**config.mk**
```make
export PLATFORM = sky130hd
export DESIGN_NAME = lifo_rr_arbiter_flat
export DESIGN_NICKNAME = d
export VERILOG_FILES = /design/src/rtl/lifo_rr_arbiter_if.sv /design/src/rtl/lifo_rr_arbiter.sv /design/src/flat_wrapper.sv
export SDC_FILE = /design/constraint.sdc
export NUM_CORES = 1
export LEC_CHECK = 0
export BUFFER_PORTS_ARGS = -buffer_cell sky130_fd_sc_hd__buf_2
export CAP_MARGIN = 20
export CORE_ASPECT_RATIO = 0.9
export CORE_MARGIN = 2
export CORE_UTILIZATION = 29
export CTS_CLUSTER_DIAMETER = 100
export DETAILED_ROUTE_END_ITERATION = 8
export GPL_ROUTABILITY_DRIVEN = 0
export PLACE_DENSITY_LB_ADDON = 0.12
export SLEW_MARGIN = 10
export SYNTH_ARGS = -nofsm -noshare
export SYNTH_HDL_FRONTEND = slang
export SYNTH_SLANG_ARGS = --single-unit
```
**constraint.sdc**
```tcl
create_clock -name clk -period 1.44 [get_ports clk]
set_clock_uncertainty 0.2 [all_clocks]
set_input_delay 0.216 -clock clk [delete_from_list [all_inputs] [get_ports clk]]
set_output_delay 0.216 -clock clk [all_outputs]
set_load 0.05 [all_outputs]
```
**src/rtl/lifo_rr_arbiter_if.sv**
```systemverilog
// lifo_rr_arbiter_if: client and stack-side signal bundle for lifo_rr_arbiter.
// master = requester clients plus the stack instance; slave = the arbiter.
interface lifo_rr_arbiter_if #(
  parameter int DATA_WIDTH = 8,
  parameter int NREQ       = 2
);
  localparam int ID_W = $clog2(NREQ);

  // requester side
  logic [NREQ-1:0]            req_valid;
  logic [NREQ-1:0]            req_op;
  logic [NREQ*DATA_WIDTH-1:0] req_wdata;
  logic [NREQ-1:0]            req_ready;

  // stack side
  logic                       lifo_push;
  logic                       lifo_pop;
  logic [DATA_WIDTH-1:0]      lifo_din;
  logic [DATA_WIDTH-1:0]      lifo_dout;
  logic                       lifo_full;
  logic                       lifo_empty;

  // tagged response
  logic                       rsp_valid;
  logic [ID_W-1:0]            rsp_id;
  logic                       rsp_op;
  logic [DATA_WIDTH-1:0]      rsp_data;
  logic                       rsp_err;

  modport master (
    output req_valid, req_op, req_wdata, lifo_dout, lifo_full, lifo_empty,
    input  req_ready, lifo_push, lifo_pop, lifo_din,
    input  rsp_valid, rsp_id, rsp_op, rsp_data, rsp_err
  );

  modport slave (
    input  req_valid, req_op, req_wdata, lifo_dout, lifo_full, lifo_empty,
    output req_ready, lifo_push, lifo_pop, lifo_din,
    output rsp_valid, rsp_id, rsp_op, rsp_data, rsp_err
  );
endinterface

```
**src/rtl/lifo_rr_arbiter.sv**
```systemverilog
// lifo_rr_arbiter: round-robin arbiter sharing one synchronous LIFO between
// NREQ requesters. At most one push/pop granted per cycle; a tagged response
// follows one cycle after every grant.
// Optional feature macro: LIFO_ARB_ERR_EN -- push-on-full / pop-on-empty are
// granted and answered with rsp_err = 1 instead of being stalled.
module lifo_rr_arbiter #(
  parameter int DATA_WIDTH = 8,
  parameter int NREQ       = 2
) (
  input  logic              clk,
  input  logic              clr,
  lifo_rr_arbiter_if.slave  bus
);
  localparam int ID_W = $clog2(NREQ);

  logic [DATA_WIDTH-1:0] wdata_arr [NREQ];
  logic [NREQ-1:0]       eligible;
  logic [NREQ-1:0]       ready_vec;

  logic                  grant;
  logic [ID_W-1:0]       grant_id;
  logic                  grant_op;
  logic                  grant_err;
  logic                  do_push;
  logic                  do_pop;

  logic [ID_W-1:0]       rr_ptr_reg;
  logic [ID_W-1:0]       rr_ptr_next;
  logic                  rsp_valid_reg;
  logic [ID_W-1:0]       rsp_id_reg;
  logic                  rsp_op_reg;
  logic                  rsp_err_reg;

  // Per-requester data slicing, eligibility and one-hot ready decode.
  genvar gi;
  generate
    for (gi = 0; gi < NREQ; gi++) begin : g_req
      assign wdata_arr[gi] = bus.req_wdata[gi*DATA_WIDTH +: DATA_WIDTH];
`ifdef LIFO_ARB_ERR_EN
      // Every pending request competes; stack condition only decides the error flag.
      assign eligible[gi] = bus.req_valid[gi];
`else
      // A push needs room, a pop needs data; otherwise the request waits.
      assign eligible[gi] = bus.req_valid[gi] &
                            (bus.req_op[gi] ? ~bus.lifo_full : ~bus.lifo_empty);
`endif
      assign ready_vec[gi] = grant & (grant_id == ID_W'(gi));
    end
  endgenerate

  // Scan from rr_ptr upward (wrapping) and pick the first eligible requester.
  always_comb begin
    logic [ID_W-1:0] cand;
    grant    = 1'b0;
    grant_id = '0;
    cand     = '0;
    for (int k = 0; k < NREQ; k++) begin
      cand = ID_W'((int'(rr_ptr_reg) + k) % NREQ);
      if (!grant && eligible[cand]) begin
        grant    = 1'b1;
        grant_id = cand;
      end
    end
    if (clr) begin
      grant    = 1'b0;
      grant_id = '0;
    end
  end

  assign grant_op = grant & bus.req_op[grant_id];

`ifdef LIFO_ARB_ERR_EN
  // A granted request the stack cannot serve becomes an error response.
  assign grant_err = grant & (grant_op ? bus.lifo_full : bus.lifo_empty);
`else
  assign grant_err = 1'b0;
`endif

  assign do_push = grant &  grant_op & ~grant_err;
  assign do_pop  = grant & ~grant_op & ~grant_err;

  assign bus.req_ready = ready_vec;
  assign bus.lifo_push = do_push;
  assign bus.lifo_pop  = do_pop;
  assign bus.lifo_din  = do_push ? wdata_arr[grant_id] : '0;

  // Priority moves to the requester just after the winner; holds when idle.
  always_comb begin
    rr_ptr_next = rr_ptr_reg;
    if (grant) begin
      if (grant_id == ID_W'(NREQ - 1)) begin
        rr_ptr_next = '0;
      end else begin
        rr_ptr_next = grant_id + 1'b1;
      end
    end
  end

  // Priority pointer and response registers; clr clears them with the stack.
  always_ff @(posedge clk) begin
    if (clr) begin
      rr_ptr_reg    <= '0;
      rsp_valid_reg <= 1'b0;
      rsp_id_reg    <= '0;
      rsp_op_reg    <= 1'b0;
      rsp_err_reg   <= 1'b0;
    end else begin
      rr_ptr_reg    <= rr_ptr_next;
      rsp_valid_reg <= grant;
      rsp_id_reg    <= grant_id;
      rsp_op_reg    <= grant_op;
      rsp_err_reg   <= grant_err;
    end
  end

  assign bus.rsp_valid = rsp_valid_reg;
  assign bus.rsp_id    = rsp_id_reg;
  assign bus.rsp_op    = rsp_op_reg;
  assign bus.rsp_err   = rsp_err_reg;
  // Pop data comes straight from the stack's freshly registered output.
  assign bus.rsp_data  = (rsp_valid_reg & ~rsp_op_reg & ~rsp_err_reg) ? bus.lifo_dout : '0;
endmodule

```
**src/flat_wrapper.sv**
```systemverilog
// flat-port wrapper written by rule: the top's interface ports become plain ports
module lifo_rr_arbiter_flat 
#(
  parameter int DATA_WIDTH = 8,
  parameter int NREQ       = 2
)
  (clk, clr, bus_req_valid, bus_req_op, bus_req_wdata, bus_lifo_dout, bus_lifo_full, bus_lifo_empty, bus_req_ready, bus_lifo_push, bus_lifo_pop, bus_lifo_din, bus_rsp_valid, bus_rsp_id, bus_rsp_op, bus_rsp_data, bus_rsp_err);
  lifo_rr_arbiter_if #(.DATA_WIDTH(DATA_WIDTH), .NREQ(NREQ)) bus_i ();
  input  logic clk;
  input  logic clr;
  input wire logic [$bits(bus_i.req_valid)-1:0] bus_req_valid;
  input wire logic [$bits(bus_i.req_op)-1:0] bus_req_op;
  input wire logic [$bits(bus_i.req_wdata)-1:0] bus_req_wdata;
  input wire logic [$bits(bus_i.lifo_dout)-1:0] bus_lifo_dout;
  input wire logic [$bits(bus_i.lifo_full)-1:0] bus_lifo_full;
  input wire logic [$bits(bus_i.lifo_empty)-1:0] bus_lifo_empty;
  output wire logic [$bits(bus_i.req_ready)-1:0] bus_req_ready;
  output wire logic [$bits(bus_i.lifo_push)-1:0] bus_lifo_push;
  output wire logic [$bits(bus_i.lifo_pop)-1:0] bus_lifo_pop;
  output wire logic [$bits(bus_i.lifo_din)-1:0] bus_lifo_din;
  output wire logic [$bits(bus_i.rsp_valid)-1:0] bus_rsp_valid;
  output wire logic [$bits(bus_i.rsp_id)-1:0] bus_rsp_id;
  output wire logic [$bits(bus_i.rsp_op)-1:0] bus_rsp_op;
  output wire logic [$bits(bus_i.rsp_data)-1:0] bus_rsp_data;
  output wire logic [$bits(bus_i.rsp_err)-1:0] bus_rsp_err;
  assign bus_i.req_valid = bus_req_valid;
  assign bus_i.req_op = bus_req_op;
  assign bus_i.req_wdata = bus_req_wdata;
  assign bus_i.lifo_dout = bus_lifo_dout;
  assign bus_i.lifo_full = bus_lifo_full;
  assign bus_i.lifo_empty = bus_lifo_empty;
  assign bus_req_ready = bus_i.req_ready;
  assign bus_lifo_push = bus_i.lifo_push;
  assign bus_lifo_pop = bus_i.lifo_pop;
  assign bus_lifo_din = bus_i.lifo_din;
  assign bus_rsp_valid = bus_i.rsp_valid;
  assign bus_rsp_id = bus_i.rsp_id;
  assign bus_rsp_op = bus_i.rsp_op;
  assign bus_rsp_data = bus_i.rsp_data;
  assign bus_rsp_err = bus_i.rsp_err;
  lifo_rr_arbiter #(.DATA_WIDTH(DATA_WIDTH), .NREQ(NREQ)) u_core (.clk(clk), .clr(clr), .bus(bus_i));
endmodule
```
* Word level (Yosys, flattened, before mapping) *
Index checks and enable logic that the tools add are counted.

storage, ports and cells
  flip-flop bits (word level) = 4
  bits in latches = 0
  memory bits (writable) = 0
  ROM bits = 0
  input bits = 32
  output and inout bits = 24
  word-level logic and storage cells = 46
  memories kept = 0

operators by class
  add/subtract/negate cells = 2
  multiply operators = 0
  div/mod/pow operators = 0
  order comparisons = 4
  eq/ne operators = 0
  shift-type cells = 0
  multiplexer cells = 20
  bitwise gates (word level) = 14
  reduce and logical (&&, ||, !) cells = 2

operator list
  cell                   count
  $mux W8                5
  $mux W1                15
  $and A1 B1 Y1          8
  $lt A1 B2 Y1 const B   3
  $not A1 Y1             5
  $add A1 B1 Y1 const B  2
  $ge A2 B2 Y1 const B   1
  $not A1 Y2             1
  $logic_and A1 B1 Y1    1
  $logic_not A1 Y1       1

* Logic depth before layout (Yosys ltp) *
Gate-level depths: netlist (run 1).

  depth after elaboration = 15
  mapped depth = 5
  mapped depth without buffers = 4

* Least setup slack after synthesis (run 1) *
Ideal clock, no wire load.

  path kind = input -> output
  start = input bus_req_op[1]
  end = output bus_lifo_pop
  data arrival time = 2.158 ns
  data required time = 1.024 ns
  slack = -1.134 ns
  stages on the path = 4
  path buffers = 0
  cell sequence = nand2b_1 nand3_1 nor2_1 a211oi_1

on the way
  longest elaborated chain between the ends = 14
  elaborated cells between the ends (all ways) = 19

ends and longest elaborated chain
  item                                        RTL line               source
  from (decl)                                 flat_wrapper.sv:12     input wire logic [$bits(bus_i.req_op)-1:0] bus_req_op;
  $mux W1                                     lifo_rr_arbiter.sv:45  (bus.req_op[gi] ? ~bus.lifo_full : ~bus.lifo_empty);
  $and A1 B1 Y1                               lifo_rr_arbiter.sv:44  assign eligible[gi] = bus.req_valid[gi] &
  $mux W1 (not written as such) (2 in a row)  lifo_rr_arbiter.sv:59  if (!grant && eligible[cand]) begin
  $mux W1                                     lifo_rr_arbiter.sv:59
  $logic_not A1 Y1                            lifo_rr_arbiter.sv:59
  $logic_and A1 B1 Y1                         lifo_rr_arbiter.sv:59
  $mux W1                                     lifo_rr_arbiter.sv:59
  $mux W1                                     lifo_rr_arbiter.sv:64  if (clr) begin
  $mux W1 (not written as such) (2 in a row)  lifo_rr_arbiter.sv:70  assign grant_op = grant & bus.req_op[grant_id];
  $and A1 B1 Y1                               lifo_rr_arbiter.sv:70
  $not A1 Y1                                  lifo_rr_arbiter.sv:80  assign do_pop = grant & ~grant_op & ~grant_err;
  $and A1 B1 Y1 *                             lifo_rr_arbiter.sv:80
  to (decl)                                   flat_wrapper.sv:19     output wire logic [$bits(bus_i.lifo_pop)-1:0] bus_lifo_pop;

Mark *: on every way between the ends. The rest lies on a longest branch, timed or not. The select of a mux whose other input is x is not followed.

* Worst setup path after layout (run 1) *
  start = register u_core.rr_ptr_reg
  end = output bus_lifo_din[7]

on the way
  longest elaborated chain between the ends = 12
  elaborated cells between the ends (all ways) = 22

ends and longest elaborated chain
  item                                                         RTL line                                      source
  from (decl)                                                  lifo_rr_arbiter.sv:27                         logic [ID_W-1:0] rr_ptr_reg;
  from (signal assigned)                                       lifo_rr_arbiter.sv:108                        rr_ptr_reg <= rr_ptr_next;
  $mux W1 (not written as such) (2 in a row)                   lifo_rr_arbiter.sv:59
  $mux W1                                                      lifo_rr_arbiter.sv:59
  $logic_not A1 Y1                                             lifo_rr_arbiter.sv:59
  $logic_and A1 B1 Y1                                          lifo_rr_arbiter.sv:59
  $mux W1                                                      lifo_rr_arbiter.sv:59
  $mux W1                                                      lifo_rr_arbiter.sv:64
  $mux W1 (not written as such) or $not A1 Y2 (tied branches)  lifo_rr_arbiter.sv:70, lifo_rr_arbiter.sv:85
  $mux W1 (not written as such) or $mux W8 (tied branches)     lifo_rr_arbiter.sv:70, lifo_rr_arbiter.sv:85
  $and A1 B1 Y1 or $mux W8 (tied branches)                     lifo_rr_arbiter.sv:70, lifo_rr_arbiter.sv:85
  $and A1 B1 Y1 or $mux W8 (tied branches)                     lifo_rr_arbiter.sv:79, lifo_rr_arbiter.sv:85
  $mux W8 *                                                    lifo_rr_arbiter.sv:85                         assign bus.lifo_din = do_push ? wdata_arr[grant_id] : '0;
  to (decl)                                                    flat_wrapper.sv:20                            output wire logic [$bits(bus_i.lifo_din)-1:0] bus_lifo_din;

Marked as above.

==> impl_metrics.json, run 1 <==
{
  "seq_area_frac_synth": 0.167,
  "grt_max_degree": 11,
  "grt_pass1_vias": 803,
  "min_period_ps": 1850,
  "slew_viol_final": 0,
  "postCtsHoldBufs": 0,
  "setup_viol": 20,
  "ioPinCount": 56,
  "hpwl_mm": 1.40,
  "grt.total_usage": 0.226,
  "syn_area_um2": 479,
  "dr.pass1.iters": 4,
  "power.density_nw_per_um2": 543,
  "cts_tree": "done",
  "syn_to_final_growth_pct": 179,
  "drc": 0,
  "rsz0062_at_grt": "true",
  "via_per_inst": 5.02,
  "vias": 798,
  "cp.arrival_ps": 1430,
  "synthCells": 70,
  "layout-drive-gt1-share": 0.839,
  "worstSetupStartpointType": "flop",
  "synth_top_area_cell": "dfxtp_1",
  "critical_path_class": "flop to primary output",
  "die_area_um2": 1990,
  "grt_busiest_layer": "met2",
  "htree_levels": 1,
  "cts.sinks": 4,
  "use_met2": 0.430,
  "worst_ir_drop_vdd_v": 0.000359,
  "synthesis.nets": 102,
  "worst_slack_ps": -410,
  "drv_cap": 0,
  "synth_warnings": 0,
  "wire_per_inst_um": 14.1,
  "drt_wl_total_mm": 2.24,
  "yosysUniqueCellTypes": 24,
  "multiInputGateArea_um2": 596,
  "synth_seq_cells": 4,
  "fp-row-count": 13,
  "power_uw": 725,
  "postPlaceCellArea_um2": 1080,
  "utilization": 0.892,
  "die_y_um": 42.6,
  "yosysTopAreaCellShare": 0.167,
  "cts_buffers": 3,
  "grt_overflow": 0,
  "status": "finished with violations",
  "critPathCaptureType": "primary output",
  "port_buffers": 54,
  "worstSkewPairLatency_ps": 220,
  "place_inst": 156,
  "violations": "setup timing",
  "initial_core_util": 0.320,
  "cts_buffer_depth": 2,
  "period_share": 1.28,
  "grt_pass1_wl_mm": 3.38,
  "seq_area_um2": 83.8,
  "drt_iter0_markers": 6,
  "grt_use_met1": 0.249,
  "fillers": 66,
  "clockRootBuffer": "clkbuf_4",
  "synthTopCellsByArea": "dfxtp_1 (17%), a21oi_1 (10%), and2_1 (10%)",
  "critPathMaxFanout": 10,
  "die-width_um": 46.9,
  "fmax_mhz": 541,
  "min-delay-path-class": "input pin to flop",
  "cts.reportedPaths.clkPinSlew_ps": 40,
  "met3_usage": 0.0172,
  "antenna_found_initial": 0,
  "final_cells": 159,
  "layout_common_cells": "buf_2 (33), buf_6 (11), buf_8 (10), buf_4 (9), and2_4 (8)",
  "final_common_cell": "buf_2",
  "design_area_um2": 1340,
  "synth.avg_cell_area_um2": 6.85,
  "antenna_left": 0,
  "nets": 171,
  "num_antenna_cells": 0,
  "finalHoldViolCount": 0,
  "critPathRequiredTime_ps": 1020,
  "leakage_uw": 0.000606,
  "core-area_um2": 1500
}
critical path, stage by stage, from the launching register on:
cell and delay (ps):
dfxtp_2 360, nand2b_4 160, o21a_1 160, o21bai_4 70, buf_12 160, a21oi_2 130, buf_6 170
through the flow:
step	TNS, ps	hold WS, ps	setup slack, ps
after CTS	-4940	94.2	-395
final	-5120	117	-410
after detailed placement	-5190	340	-442
after global routing	-5870	116	-446
after floorplan	-2980	88.4	-351
after global placement	-4940	334	-425
report_power, final:
| part | leakage [µW] | internal, µW | switching (µW) |
|---|---|---|---|
| registers | 0.0000340 | 120 | 5.36 |
| logic | 0.000558 | 207 | 262 |
| clock network | 0.0000138 | 92.7 | 38.3 |
final timing paths:
check                                  startpoint           endpoint  slack [ps]  depth (start not counted)
worst max register to register  u_core.rr_ptr_reg  u_core.bus.rsp_op          90                          5
worst min-delay path                          clr  u_core.rr_ptr_reg         120                          3
worst min register to register  u_core.rr_ptr_reg  u_core.rr_ptr_reg         350                          2
worst max-delay path            u_core.rr_ptr_reg    bus_lifo_din[7]        -410                          6
layout make-up:
| type | count | area share |
|---|---|---|
| Tap cell | 22 | 0.0206 |
| Sequential cell | 4 | 0.0628 |
| Clock buffer | 3 | 0.0169 |
| Timing Repair Buffer | 68 | 0.445 |
| Inverter | 3 | 0.00843 |
| Multi-Input combinational cell | 59 | 0.446 |
kinds of logic (layout without fill, tap and decap cells):
family / count (synthesis) / count (layout) / synth area share
compound gates: 24 / 24 / 0.321
buf+inv: 7 / 74 / 0.0809
flops: 4 / 4 / 0.167
mux: 2 / 2 / 0.0522
other cells: 1 / 1 / 0.00783
simple gates: 32 / 32 / 0.371
cells in the mapped netlist (all sizes together):
cell and count:
and3 1, dfxtp 4, and3b 1, inv 3
o21ai 8, a211oi 1, nor2b 1, o21bai 1
nor2 5, and2 8, a21oi 10, a21boi 1
nand2 3, mux2i 1, o21a 1, mux2 1
clkbuf 1, a311oi 1, nand2b 3, conb 1
buf 3, a21o 1, nand3 10
what timing repair did:
item                       4_1_cts  5_1_grt
setup endpoints to repair       20       20
resized for setup               56        9
buffers inserted                 0        0
pin swaps                        6        6
metal layers:
layer  vias up  routed length (µm)
met4         0                  29
li1        378                   -
met5         -                   0
met1       376                 787
met2        40                1240
met3         4                 189
(Power assumes the default switching activity.)
==> run 2: changes to the inputs <==
CTS_CLUSTER_SIZE = 25   (was default)
PLACE_DENSITY = 0.79   (was default)
PLACE_DENSITY_LB_ADDON = default   (was 0.12)
SETUP_SLACK_MARGIN = 0.5   (was default)
==> run 2 against run 1 <==
  * The run now fails in clock tree synthesis
  * Synthesized cell count unchanged
  * Area after synthesis stayed put
==> impl_metrics.json, run 2 <==
{
  "syn_area_um2": 479,
  "postCtsHoldBufs": 0,
  "seq_area_frac_synth": 0.167,
  "fp-row-count": 13,
  "die_y_um": 42.6,
  "cts_buffers": 3,
  "synth_top_area_cell": "dfxtp_1",
  "cts_buffer_depth": 2,
  "synth_warnings": 0,
  "lastStage": "clock tree synthesis",
  "initial_core_util": 0.320,
  "die-width_um": 46.9,
  "synthTopCellsByArea": "dfxtp_1 (17%), a21oi_1 (10%), and2_1 (10%)",
  "hpwl_mm": 1.63,
  "cts.sinks": 4,
  "cts_resized": 85,
  "synth_edf_count": 0,
  "yosysUniqueCellTypes": 24,
  "yosysTopAreaCellShare": 0.167,
  "dpl_worst_slack_ps": -528,
  "post_cts.repair.setup_buffers": 9,
  "yosys-top-cells-count": "a21oi_1 (10), nand3_1 (10), and2_1 (8), o21ai_0 (8)",
  "port_buffers": 54,
  "async_flop_share": 0,
  "synthCells": 70,
  "htree_levels": 1,
  "status": "did not finish",
  "synthesis.nets": 102,
  "ioPinCount": 56,
  "synth.avg_cell_area_um2": 6.85,
  "synth_ff_type": "dfxtp_1",
  "synth_seq_cells": 4,
  "clockRootBuffer": "clkbuf_4",
  "tool.error": "[ERROR DPL-0033] detailed placement checks failed during check placement."
}
run 2: cell counts after synthesis:
Identical to the previous run, type by type.
run 2: cell families after synthesis:
group | Yosys count | synth area share
buffers and inverters | 7 | 0.0809
flip-flops | 4 | 0.167
AO/OA/AOI/OAI | 24 | 0.321
multiplexers | 2 | 0.0522
other | 1 | 0.00783
AND/OR/NAND/NOR | 32 | 0.371
run 2: stage by stage:
step	hold WS, ps	instances	cell area [µm²]	TNS, ps
3_5_place_dp	340	157	1070	-5760
3_3_place_gp	327	157	1070	-5390
2_1_floorplan	88.4	70	669	-3000
==> run 3: changes to the inputs <==
CORE_AREA = 2 2 63 65   (was default)
CORE_ASPECT_RATIO = default   (was 0.9)
CORE_MARGIN = default   (was 2)
CORE_UTILIZATION = default   (was 29)
CTS_CLUSTER_DIAMETER = default   (was 100)
CTS_CLUSTER_SIZE = default   (was 25)
DIE_AREA = 0 0 65 67   (was default)
PLACE_DENSITY = default   (was 0.79)
PLACE_DENSITY_LB_ADDON = 0.15   (was default)
SETUP_SLACK_MARGIN = default   (was 0.5)
clock period = 1.85 ns   (was 1.44 ns; I/O delays follow)
==> run 3 against run 2 <==
  * The flow now finishes, with violations (setup timing)
==> impl_metrics.json, run 3 (synthesis results as in run 1) <==
{
  "rrSetupSlack_ps": 460,
  "power.density_nw_per_um2": 476,
  "core-area_um2": 3610,
  "die-width_um": 65,
  "hpwl_mm": 1.70,
  "finalHoldViolCount": 0,
  "min_period_ps": 1910,
  "p_switching_uw": 235,
  "hold_path_end": "u_core.rr_ptr_reg",
  "critPathRequiredTime_ps": 1370,
  "layout_common_cells": "buf_2 (39), buf_6 (21), buf_4 (11), nand3_1 (8), and2_2 (8)",
  "status": "finished with violations",
  "cts_buffers": 3,
  "initial_core_util": 0.133,
  "vias": 790,
  "dpl_worst_slack_ps": -194,
  "die_area_um2": 4360,
  "worstSetupStartpointType": "input pin",
  "grt.total_usage": 0.0993,
  "utilization": 0.356,
  "hold_start": "clr",
  "grt_overflow": 0,
  "worstSkewPairLatency_ps": 210,
  "antenna_left": 0,
  "worst_ir_drop_vdd_v": 0.000143,
  "fp-row-count": 22,
  "cts_tree": "done",
  "rsz0062_at_grt": "true",
  "drc": 0,
  "die_y_um": 67,
  "final_cells": 191,
  "cts.sinks": 4,
  "cts_buffer_depth": 2,
  "p_seq_frac": 0.156,
  "drv_cap": 0,
  "htree_levels": 1,
  "violations": "setup timing",
  "dr.pass1.iters": 5,
  "cp.arrival_ps": 1430,
  "critPathCaptureType": "primary output",
  "period_share": 1.03,
  "min-delay-path-class": "input pin to flop",
  "drt_wl_total_mm": 2.30,
  "postCtsHoldBufs": 0,
  "hold_ws_ps": 151,
  "leakage_uw": 0.000614,
  "via_per_inst": 4.14,
  "ioPinCount": 56,
  "p_int_uw": 376,
  "setup_viol": 11,
  "min_delay_path_depth": 3,
  "final_common_cell": "buf_2",
  "critPathMaxFanout": 10,
  "slew_viol_final": 0,
  "antenna_found_initial": 0,
  "wire_per_inst_um": 12.1,
  "syn_to_final_growth_pct": 168,
  "combPwrFrac": 0.550,
  "worst_slack_ps": -58.1,
  "port_buffers": 54,
  "r2r-start": "u_core.rr_ptr_reg",
  "clkPwrFrac": 0.294,
  "nets": 177,
  "fmax_mhz": 524,
  "cts.reportedPaths.clkPinSlew_ps": 30,
  "grt_max_degree": 11,
  "grt_pass1_wl_mm": 3.35,
  "layout-drive-gt1-share": 0.783,
  "critical_path_class": "input pin to primary output",
  "r2r-end": "u_core.rr_ptr_reg",
  "num_antenna_cells": 0,
  "switching_share": 0.385,
  "drt_iter0_markers": 9,
  "place_inst": 181,
  "r2r_cells": 7,
  "grt_pass1_vias": 788,
  "clockRootBuffer": "clkbuf_8",
  "fin_tns_setup_ps": -529
}
-- run 3: timing repair --
| action | CTS | global route |
|---|---|---|
| pin swaps | 5 | 4 |
| resized for setup | 43 | 21 |
| buffers inserted | 6 | 0 |
| setup endpoints to repair | 12 | 20 |
| cloned | 1 | 0 |
-- run 3: per-stage QoR --
| stage | cell area (µm²) | total power (µW) |
|---|---|---|
| global placement | 950 | 356 |
| floorplan | 549 | 265 |
| finish | 1280 | 611 |
| detailed placement | 950 | 356 |
| global route | 1280 | 640 |
| CTS | 1210 | 601 |
-- run 3: critical path: stages --
cell and delay, ps:
buf_6 100, mux2_4 310, o21a_1 220, o21bai_4 160, buf_12 160, inv_1 60
buf_6 150
-- run 3: metal layers --
metal | track usage | vias up | share of wire
li1 | - | 388 | -
met1 | 0.103 | 362 | 0.37
met2 | 0.192 | 38 | 0.52
met3 | 0.0220 | 2 | 0.096
met4 | 0.0399 | 0 | 0.0082
met5 | 0 | - | 0
-- run 3: layout make-up --
type / count / area [µm²]
inverters: 3 / 11.3
well taps: 48 / 60.1
clock buffers: 3 / 41.3
repair buffers: 74 / 564
fillers: 383 / 2320
multi-input cells: 59 / 526
flip-flops and latches: 4 / 81.3
-- run 3: power groups by stage --
stage	clock, µW	combinational [µW]	sequential [µW]
floorplan	0	156	109
global placement	0	260	95.5
detailed placement	0	260	95.7
CTS	188	318	94.7
global route	190	355	95.8
finish	180	336	95.4
-- run 3: how the worst max path moves through the flow --
stage | start | to | slack, ps | cells after the start
6_report | bus_req_op[0] | bus_lifo_push | -60 | 7
5_1_grt | bus_req_op[0] | bus_lifo_push | -100 | 7
4_1_cts | u_core.rr_ptr_reg | bus_lifo_din[3] | -70 | 6
3_5_place_dp | bus_req_op[0] | bus_lifo_pop | -190 | 6
3_3_place_gp | bus_req_op[1] | bus_lifo_din[3] | -200 | 6
2_1_floorplan | bus_req_op[0] | bus_lifo_din[1] | -90 | 5
==> run 4: changes to the inputs <==
ABC_AREA = 1   (was default)
==> run 4 against run 3 <==
  * The flow still finishes with violations (setup timing)
  * Critical path type is now flop to primary output
  * Largest cell class unchanged
  * Area after synthesis increased by 4.7%
  * Critical path depth increased by 2
  * Largest power group unchanged
  * Setup slack improved by 37 ps
  * Routed wire length decreased by 15%
==> impl_metrics.json, run 4 <==
{
  "initial_core_util": 0.139,
  "drc": 0,
  "synthCells": 91,
  "grt_max_degree": 9,
  "grt_pass1_wl_mm": 3.10,
  "switching_share": 0.422,
  "period_share": 1.01,
  "grt_pass1_vias": 730,
  "yosysTopAreaCellShare": 0.165,
  "async_flop_share": 0,
  "synthTopCellsByArea": "nand2_1 (16%), dfxtp_1 (16%), inv_1 (13%)",
  "hold_ws_ps": 147,
  "synth_ff_type": "dfxtp_1",
  "utilization": 0.333,
  "ioPinCount": 56,
  "grt_overflow": 0,
  "antenna_left": 0,
  "synthSimpleGateAreaFrac": 0.556,
  "hpwl_mm": 1.45,
  "worstSetupStartpointType": "flop",
  "dr.pass1.iters": 2,
  "cts_buffer_depth": 2,
  "p_seq_frac": 0.156,
  "drt_wl_total_mm": 1.97,
  "finalHoldViolCount": 0,
  "syn_to_final_growth_pct": 139,
  "rrSetupSlack_ps": 550,
  "seq_area_um2": 81.3,
  "worst_ir_drop_vdd_v": 0.000169,
  "nets": 194,
  "leakage_uw": 0.000690,
  "rsz0062_at_grt": "true",
  "r2r-end": "u_core.bus.rsp_op",
  "clkPwrFrac": 0.311,
  "die_area_um2": 4360,
  "yosys-top-cells-count": "nand2_1 (22), inv_1 (17), nor2_1 (16), nand3_1 (10), clkinv_1 (7)",
  "clockRootBuffer": "clkbuf_8",
  "synth_top_area_cell": "nand2_1",
  "synth_compound_area_frac": 0.0424,
  "worst_slack_ps": -21.3,
  "via_per_inst": 3.73,
  "critPathMaxFanout": 7,
  "critPathRequiredTime_ps": 1370,
  "yosys.area_share.xor_xnor": 0,
  "yosysUniqueCellTypes": 18,
  "synth.avg_cell_area_um2": 5.51,
  "cts_buffers": 3,
  "r2r_cells": 7,
  "synthAdderAreaFrac": 0,
  "fmax_mhz": 534,
  "multiInputGateArea_um2": 442,
  "htree_levels": 1,
  "postCtsHoldBufs": 0,
  "fp-row-count": 22,
  "min_delay_path_depth": 2,
  "cts.sinks": 4,
  "synth_edf_count": 0,
  "hold_start": "clr",
  "layout_common_cells": "buf_2 (41), inv_1 (15), buf_6 (13), nand2_2 (12), buf_4 (12)",
  "r2r-start": "u_core.rr_ptr_reg",
  "fillers": 408,
  "slew_viol_final": 0,
  "vias": 775,
  "cp.arrival_ps": 1390,
  "final_common_cell": "buf_2",
  "drv_cap": 0,
  "status": "finished with violations",
  "violations": "setup timing",
  "wire_per_inst_um": 9.46,
  "worstSkewPairLatency_ps": 220,
  "drt_iter0_markers": 4,
  "die-width_um": 65,
  "hold_path_end": "u_core.rr_ptr_reg",
  "cts_tree": "done",
  "combPwrFrac": 0.533,
  "synth_most_common_cell": "nand2_1",
  "syn_area_um2": 502,
  "synth_warnings": 0,
  "critical_path_class": "flop to primary output",
  "min_period_ps": 1870,
  "grt.total_usage": 0.0922,
  "antenna_found_initial": 0,
  "synth_mux_area_frac": 0,
  "setup_viol": 8,
  "min-delay-path-class": "input pin to flop",
  "num_antenna_cells": 0,
  "p_int_uw": 353,
  "critPathCaptureType": "primary output",
  "synth_top_family_by_area": "simple AND/OR/NAND/NOR gates",
  "core-area_um2": 3610,
  "synth_seq_cells": 4,
  "port_buffers": 54,
  "power.density_nw_per_um2": 508,
  "p_switching_uw": 257,
  "cts.reportedPaths.clkPinSlew_ps": 40,
  "seq_area_frac_synth": 0.160,
  "synthesis.nets": 123,
  "layout-drive-gt1-share": 0.738,
  "die_y_um": 67
}
run 4: area by class of cell:
cell class                 instances  share of cell area
timing repair buffer              68               0.397
multi-input combinational         60               0.368
inverter                          25              0.0833
sequential                         4              0.0677
tap                               48              0.0500
clock buffer                       3              0.0344
run 4: cells by family (layout without fill, tap and decap cells):
kind of cell    after synthesis  count (layout)
compound gates                3               3
simple gates                 55              56
buf+inv                      28              96
other cells                   1               1
flops                         4               4
run 4: per-layer routing:
layer,track usage,vias to the layer above,wire length [µm]
met5,0,-,0
met4,0.0479,0,19
met3,0.0169,2,161
met2,0.156,38,972
met1,0.111,330,814
li1,-,405,-
run 4: power groups by stage:
stage	Combinational, µW	Sequential (µW)	Clock (µW)
2_1_floorplan	157	110	0
3_3_place_gp	261	96.1	0
3_5_place_dp	263	96.2	0
4_1_cts	314	95.5	194
5_1_grt	349	96.1	200
6_report	325	95.4	190
run 4: worst max-delay path by stage:
stage                            from               to  cells after the start
floorplan               bus_req_op[0]  bus_lifo_din[0]                      7
global placement        bus_req_op[1]  bus_lifo_din[4]                      9
detailed placement      bus_req_op[1]  bus_lifo_din[4]                      9
CTS                     bus_req_op[1]  bus_lifo_din[1]                     10
global route        u_core.rr_ptr_reg  bus_lifo_din[6]                      9
finish              u_core.rr_ptr_reg  bus_lifo_din[6]                      9
run 4: repair_timing:
action,CTS,global route
cloned,1,0
endpoints found under the hold margin,0,0
pin swaps,15,9
gates resized for setup,51,18
setup buffers,2,1
setup endpoints to repair,11,11
run 4: metrics by stage:
step	setup TNS [ps]	power, µW	setup slack, ps	std cells	instance area [µm²]
after floorplan	-3050	267	-236	91	513
after global placement	-777	357	-97.5	201	915
after detailed placement	-909	359	-132	201	915
after CTS	-177	604	-42.4	207	1150
after global routing	-848	645	-95.9	208	1200
final	-81.7	611	-21.3	208	1200
run 4: worst max-delay path, cell delays in order, from the launching register on:
cell and delay [ps]:
dfxtp_2 310, inv_2 60, nand4_4 110, nand2_4 150, buf_12 140, nand2_4 40, nand2_2 60, clkinv_2 50
nor2_2 100, buf_6 160
